**config.mk**
```make
export PLATFORM = sky130hd
export DESIGN_NAME = pc_redirect_unit
export DESIGN_NICKNAME = d
export VERILOG_FILES = /design/src/rtl/pc_redirect_unit.sv
export SDC_FILE = /design/constraint.sdc
export NUM_CORES = 1
export LEC_CHECK = 0
export CORE_UTILIZATION = 50
export DETAILED_ROUTE_END_ITERATION = 10
export PLACE_DENSITY = 0.81
export SETUP_SLACK_MARGIN = 0.3
export SLEW_MARGIN = 20
export SYNTH_ARGS = -nofsm -noshare
export SYNTH_HDL_FRONTEND = slang
export SYNTH_SLANG_ARGS = --single-unit
export TNS_END_PERCENT = 30
```
**constraint.sdc**
```tcl
create_clock -name clk_i -period 3.25 [get_ports clk_i]
set_input_delay 0.8125 -clock clk_i [delete_from_list [all_inputs] [get_ports clk_i]]
set_output_delay 0.8125 -clock clk_i [all_outputs]
set_load 0.005 [all_outputs]
```
**src/rtl/pc_redirect_unit.sv**
```systemverilog
// IF-stage program counter with EX-resolved redirects, memory-wait holding and squash control.
// Redirects that arrive during an instruction-memory wait are parked until memory releases.
module pc_redirect_unit #(
  parameter logic [31:0] ResetPc  = 32'h0000_0000,
  parameter int unsigned CntWidth = 16
) (
  input  logic                clk_i,
  input  logic                reset_i,
  input  logic                pc_sel_i,
  input  logic                ex_valid_i,
  input  logic [31:0]         branch_target_i,
  input  logic                stall_i,
  input  logic                imem_busywait_i,
  output logic [31:0]         pc_o,
  output logic [31:0]         pc_plus4_o,
  output logic                imem_read_o,
  output logic                flush_o,
  output logic                misalign_o,
  output logic [CntWidth-1:0] redirect_count_o
);

  typedef enum logic [1:0] {
    StBoot,
    StRun,
    StPend
  } state_e;

  state_e              state_q, state_d;
  logic [31:0]         pc_q, pc_d;
  logic [31:0]         pend_q, pend_d;
  logic [CntWidth-1:0] cnt_q, cnt_d;
  logic                mis_q, mis_d;
  logic                imem_read_q;

  logic        redir;
  logic        redir_taken;
  logic [31:0] target_aligned;

  assign redir          = pc_sel_i & ex_valid_i;
  // Redirects seen while booting are dropped entirely.
  assign redir_taken    = redir & (state_q != StBoot);
  assign target_aligned = {branch_target_i[31:2], 2'b00};

  always_comb begin
    state_d = state_q;
    pc_d    = pc_q;
    pend_d  = pend_q;
    flush_o = 1'b0;
    unique case (state_q)
      StBoot: begin
        state_d = StRun;
      end
      StRun: begin
        if (redir) begin
          flush_o = 1'b1;
          if (imem_busywait_i) begin
            pend_d  = target_aligned;
            state_d = StPend;
          end else begin
            pc_d = target_aligned;
          end
        end else if (!imem_busywait_i && !stall_i) begin
          pc_d = pc_q + 32'd4;
        end
      end
      StPend: begin
        if (redir) begin
          flush_o = 1'b1;
          pend_d  = target_aligned;
        end
        // On release the word memory returns belongs to the old path, so squash it.
        if (!imem_busywait_i) begin
          flush_o = 1'b1;
          pc_d    = redir ? target_aligned : pend_q;
          state_d = StRun;
        end
      end
      default: begin
        state_d = StBoot;
      end
    endcase
    if (reset_i) begin
      flush_o = 1'b0;
    end
  end

  always_comb begin
    cnt_d = cnt_q;
    if (redir_taken && (cnt_q != {CntWidth{1'b1}})) begin
      cnt_d = cnt_q + CntWidth'(1);
    end
    mis_d = mis_q | (redir_taken & (branch_target_i[1:0] != 2'b00));
  end

  always_ff @(posedge clk_i) begin
    if (reset_i) begin
      state_q     <= StBoot;
      pc_q        <= ResetPc;
      pend_q      <= 32'h0000_0000;
      cnt_q       <= '0;
      mis_q       <= 1'b0;
      imem_read_q <= 1'b0;
    end else begin
      state_q     <= state_d;
      pc_q        <= pc_d;
      pend_q      <= pend_d;
      cnt_q       <= cnt_d;
      mis_q       <= mis_d;
      imem_read_q <= (state_d != StBoot);
    end
  end

  assign pc_o             = pc_q;
  assign pc_plus4_o       = pc_q + 32'd4;
  assign imem_read_o      = imem_read_q;
  assign misalign_o       = mis_q;
  assign redirect_count_o = cnt_q;

endmodule

```
==> summary.md <==
| Metric | Value |
|---|---|
| Status | `completed` |
| Setup crit end kind | `primary output` |
| Post-Syn Area per Cell | `7.55 µm²` |
| # IOs | `121` |
| Post-synth EDFFs | `0` |
| CTS root buf | `clkbuf_8` |
| Tcrit/Tclk final | `97.8%` |
| Leakage power | `0.00259 µW` |
| Worst path cell trace | `nand2_1, or4_4, nor3_1, xor2_1, clkdlybuf4s50_1` |
| Routed Antenna Nets | `0` |
| Register-to-Register Path Depth | `8` |
| Critical Path AT | `2370 ps` |
| CP bufs+invs | `1` |
| Net Switching | `669 µW` |
| Setup TNS | `0 ps` |
| Hold Path End | `pend_q[6]` |
| Vias in the first global route | `5,035` |
| Library cells used by synthesis | `62` |
| Net Count, Synth | `681` |
| Hold_sp | `pend_q[6]` |
| Hold slack | `453 ps` |
| Sequential power share | `48.9%` |
| Final setup vio count | `0` |
| Routed vias/inst | `6.06` |
| Logic pwr share | `20.4%` |
| Min-Delay Path Class | `flop to flop` |
| Worst Setup Path Type | `flop to primary output` |
| DP Wirelength | `10.2 mm` |
| Post-Synth Simple-Gate Area | `28.2%` |
| Syn Inst Count | `636` |
| Max capacitance violation total | `0` |
| Least-Margin Pin Slew | `827 ps` |
| Row count | `35` |
| Switch share | `28.8%` |
| Pin count of the biggest net entering global routing | `76` |
| Final Max Tran Viols | `0` |
| Pint | `1650 µW` |
| Clock Power Share | `30.7%` |
| WP data required | `2440 ps` |
| CP top delay family | `simple AND/OR/NAND/NOR gates` |
| CTS tree | `built` |
| Synth Area in Compound Gates | `21.1%` |
| RSZ-0062 raised after global routing | `yes` |
| Period minus WS final | `3180 ps` |
| YS warnings | `0` |
| Final hold violations | `0` |
| Core area | `9280 µm²` |
| Synth Area in XOR/XNOR | `7.30%` |
| Top_reg_cell synth | `dfxtp_1` |
| Adder and majority gate portion of the synthesized area | `1.82%` |
| Clk pin slew, worst setup/hold paths | `90 ps` |
| Maximum vdd drop | `0.236 mV` |
| Asr flop ratio synth | `0%` |
| # diodes | `0` |
| Slew margin rel. | `44.9%` |
| Routed via count | `5,447` |
| Startpoint Class | `flop` |
| Later-pin clock latency in the skew report | `350 ps` |
| H-tree levels | `3` |
| #FFs+latches synth | `84` |
| Reg2reg end | `pc_o[23]` |
| Fmax achieved | `0.315 GHz` |
| Hold path depth | `2` |
| CP max-delay cell | `or4_4` |
| Die ar. | `10000 µm²` |
| DRC violations left | `0` |
| Largest family of logic cells by synthesized area | `simple AND/OR/NAND/NOR gates` |
| Die X | `100 µm` |
| Initial antenna violation count | `0` |
| CTS buffer count | `9` |
| Final WL | `15.5 mm` |
| Register area share after synthesis | `35.0%` |
| Chip Height | `100 µm` |
| CP max stage delay | `570 ps` |
| Clock Path Buffers | `2` |
| CTS Sinks | `84` |
| Max Fanout on Critical Path | `5` |
| NumNets Final | `810` |
| Pwr dens | `346 nW/µm²` |
| Synthesized area | `4800 µm²` |
| Gr usage total | `30.8%` |
| Post-Place Cell Area | `6240 µm²` |
| Skew final | `9.53 ps` |
| Total grt overflow | `0` |
| Multiplexer share of the synthesized area | `1.04%` |
| Share of cells above drive strength 1 | `16.0%` |
| Hold_buf cts | `0` |
| Layout area overhead | `39.8%` |
| DRT iter0 DRCs | `375` |
| PortBufs | `120` |
| First-pass GRT wire length | `24.6 mm` |
| Final instance area | `6710 µm²` |
| DRT Pass-1 Iters | `6` |
| Final GP Congestion | `0.887` |
| Routed wire per std cell | `17.2 µm` |
| R2R setup slack | `820 ps` |
| Initial Utilization | `51.7%` |
| Worst r2r src | `state_q[0]` |
[power groups by stage]
stage	Clock, µW	Sequential, µW	Combinational (µW)
CTS	719	1130	467
global placement	0	1150	452
global route	773	1140	511
detailed placement	0	1150	461
floorplan	0	1150	226
finish	713	1130	472
[worst max-delay path by stage]
stage	cells past startpoint	slack [ps]	startpoint	end
finish	5	70	pc_o[20]	pc_plus4_o[25]
global route	5	-30	pc_o[20]	pc_plus4_o[25]
CTS	6	30	ex_valid_i	flush_o
detailed placement	6	-30	ex_valid_i	flush_o
global placement	6	-60	pc_sel_i	flush_o
floorplan	7	440	pc_o[17]	pc_plus4_o[31]
[logic make-up (layout without fill, tap and decap cells)]
logic type / Yosys count / count (layout)
compound gates: 162 / 162
fa+ha+maj: 7 / 7
buf+inv: 66 / 200
simple gates: 272 / 272
flops: 84 / 84
mux: 5 / 5
xor+xnor: 40 / 40
[what timing repair did]
item / CTS / global route
buffers inserted: 13 / 3
gates resized for setup: 49 / 18
pin swaps: 8 / 4
setup endpoints to repair: 23 / 25
[layout make-up]
type | count | area, µm²
multi-input cells | 486 | 2980
fillers | 731 | 2570
flip-flops and latches | 84 | 1710
repair buffers | 175 | 1640
clock buffers | 12 | 165
well taps | 129 | 161
inverters | 9 | 33.8
clock inverters | 4 | 22.5
[synth_stat cells (all sizes together), types with 4 or more instances]
| master | n | area (µm²) |
|---|---|---|
| and2 | 5 | 31.3 |
| clkbuf | 46 | 174 |
| a211oi | 12 | 90.1 |
| dfxtp | 84 | 1680 |
| a31oi | 14 | 87.6 |
| a22oi | 5 | 37.5 |
| and4 | 9 | 80.1 |
| mux2i | 5 | 50.1 |
| xnor2 | 27 | 236 |
| nand3 | 28 | 140 |
| or3 | 9 | 61.3 |
| o211ai | 10 | 75.1 |
| nand3b | 4 | 30.0 |
| nor3 | 13 | 65.1 |
| o21bai | 7 | 52.6 |
| inv | 9 | 33.8 |
| nand2b | 4 | 25.0 |
| a21oi | 71 | 355 |
| xor2 | 13 | 114 |
| and3 | 12 | 76.3 |
| nor4 | 12 | 75.1 |
| buf | 11 | 60.1 |
| nand4 | 13 | 93.8 |
| o21ai | 17 | 85.1 |
| nor2 | 40 | 150 |
| o31ai | 5 | 37.5 |
| nand2 | 110 | 413 |
| ha | 7 | 87.6 |
[placed cells by master, fill, tap and decap left out, types with 11 or more instances in the layout]
cell               n
buf_4             50
dfxtp_2           15
nor2_1            40
xnor2_1           26
o21ai_0           17
nand4_1           11
nand3_1           27
nand2_1          108
a21oi_1           71
a31oi_1           14
clkbuf_8          12
dfxtp_1           67
a211oi_1          12
xor2_1            13
clkdlybuf4s50_1  106
[registers in the layout, indices dropped and copies added, names as in the netlist]
| register | count |
|---|---|
| misalign_o | 1 |
| redirect_count_o | 16 |
| state_q | 2 |
| pend_q | 32 |
| imem_read_o | 1 |
| pc_o | 32 |
[per-layer routing]
metal  GRT usage (%)  wire (µm)  vias up
met3            6.20       1250       42
li1                -          -     2519
met2            49.0       7270      303
met5               0          0        -
met4            13.7        431        0
met1            40.6       6510     2583
[worst register-to-register path, cell delays in order, from the launching register on]
cell      delay, ps
dfxtp_1         370
inv_1           100
ha_1            180
buf_4           430
nor2_1          160
a311oi_2        360
o21ai_0         180
or4_4           440
a41oi_2         130
[stage by stage]
stage / setup slack (ps) / cells / utilization (%) / power, µW
floorplan: 443 / 636 / - / 1370
global placement: -62.0 / 867 / 67.2 / 1600
detailed placement: -28.4 / 867 / 67.2 / 1610
CTS: 30.5 / 896 / 71.6 / 2320
global route: -27.3 / 899 / 72.3 / 2420
finish: 71.6 / 899 / 72.3 / 2320
No activity file was read; power rests on OpenSTA's default activity.
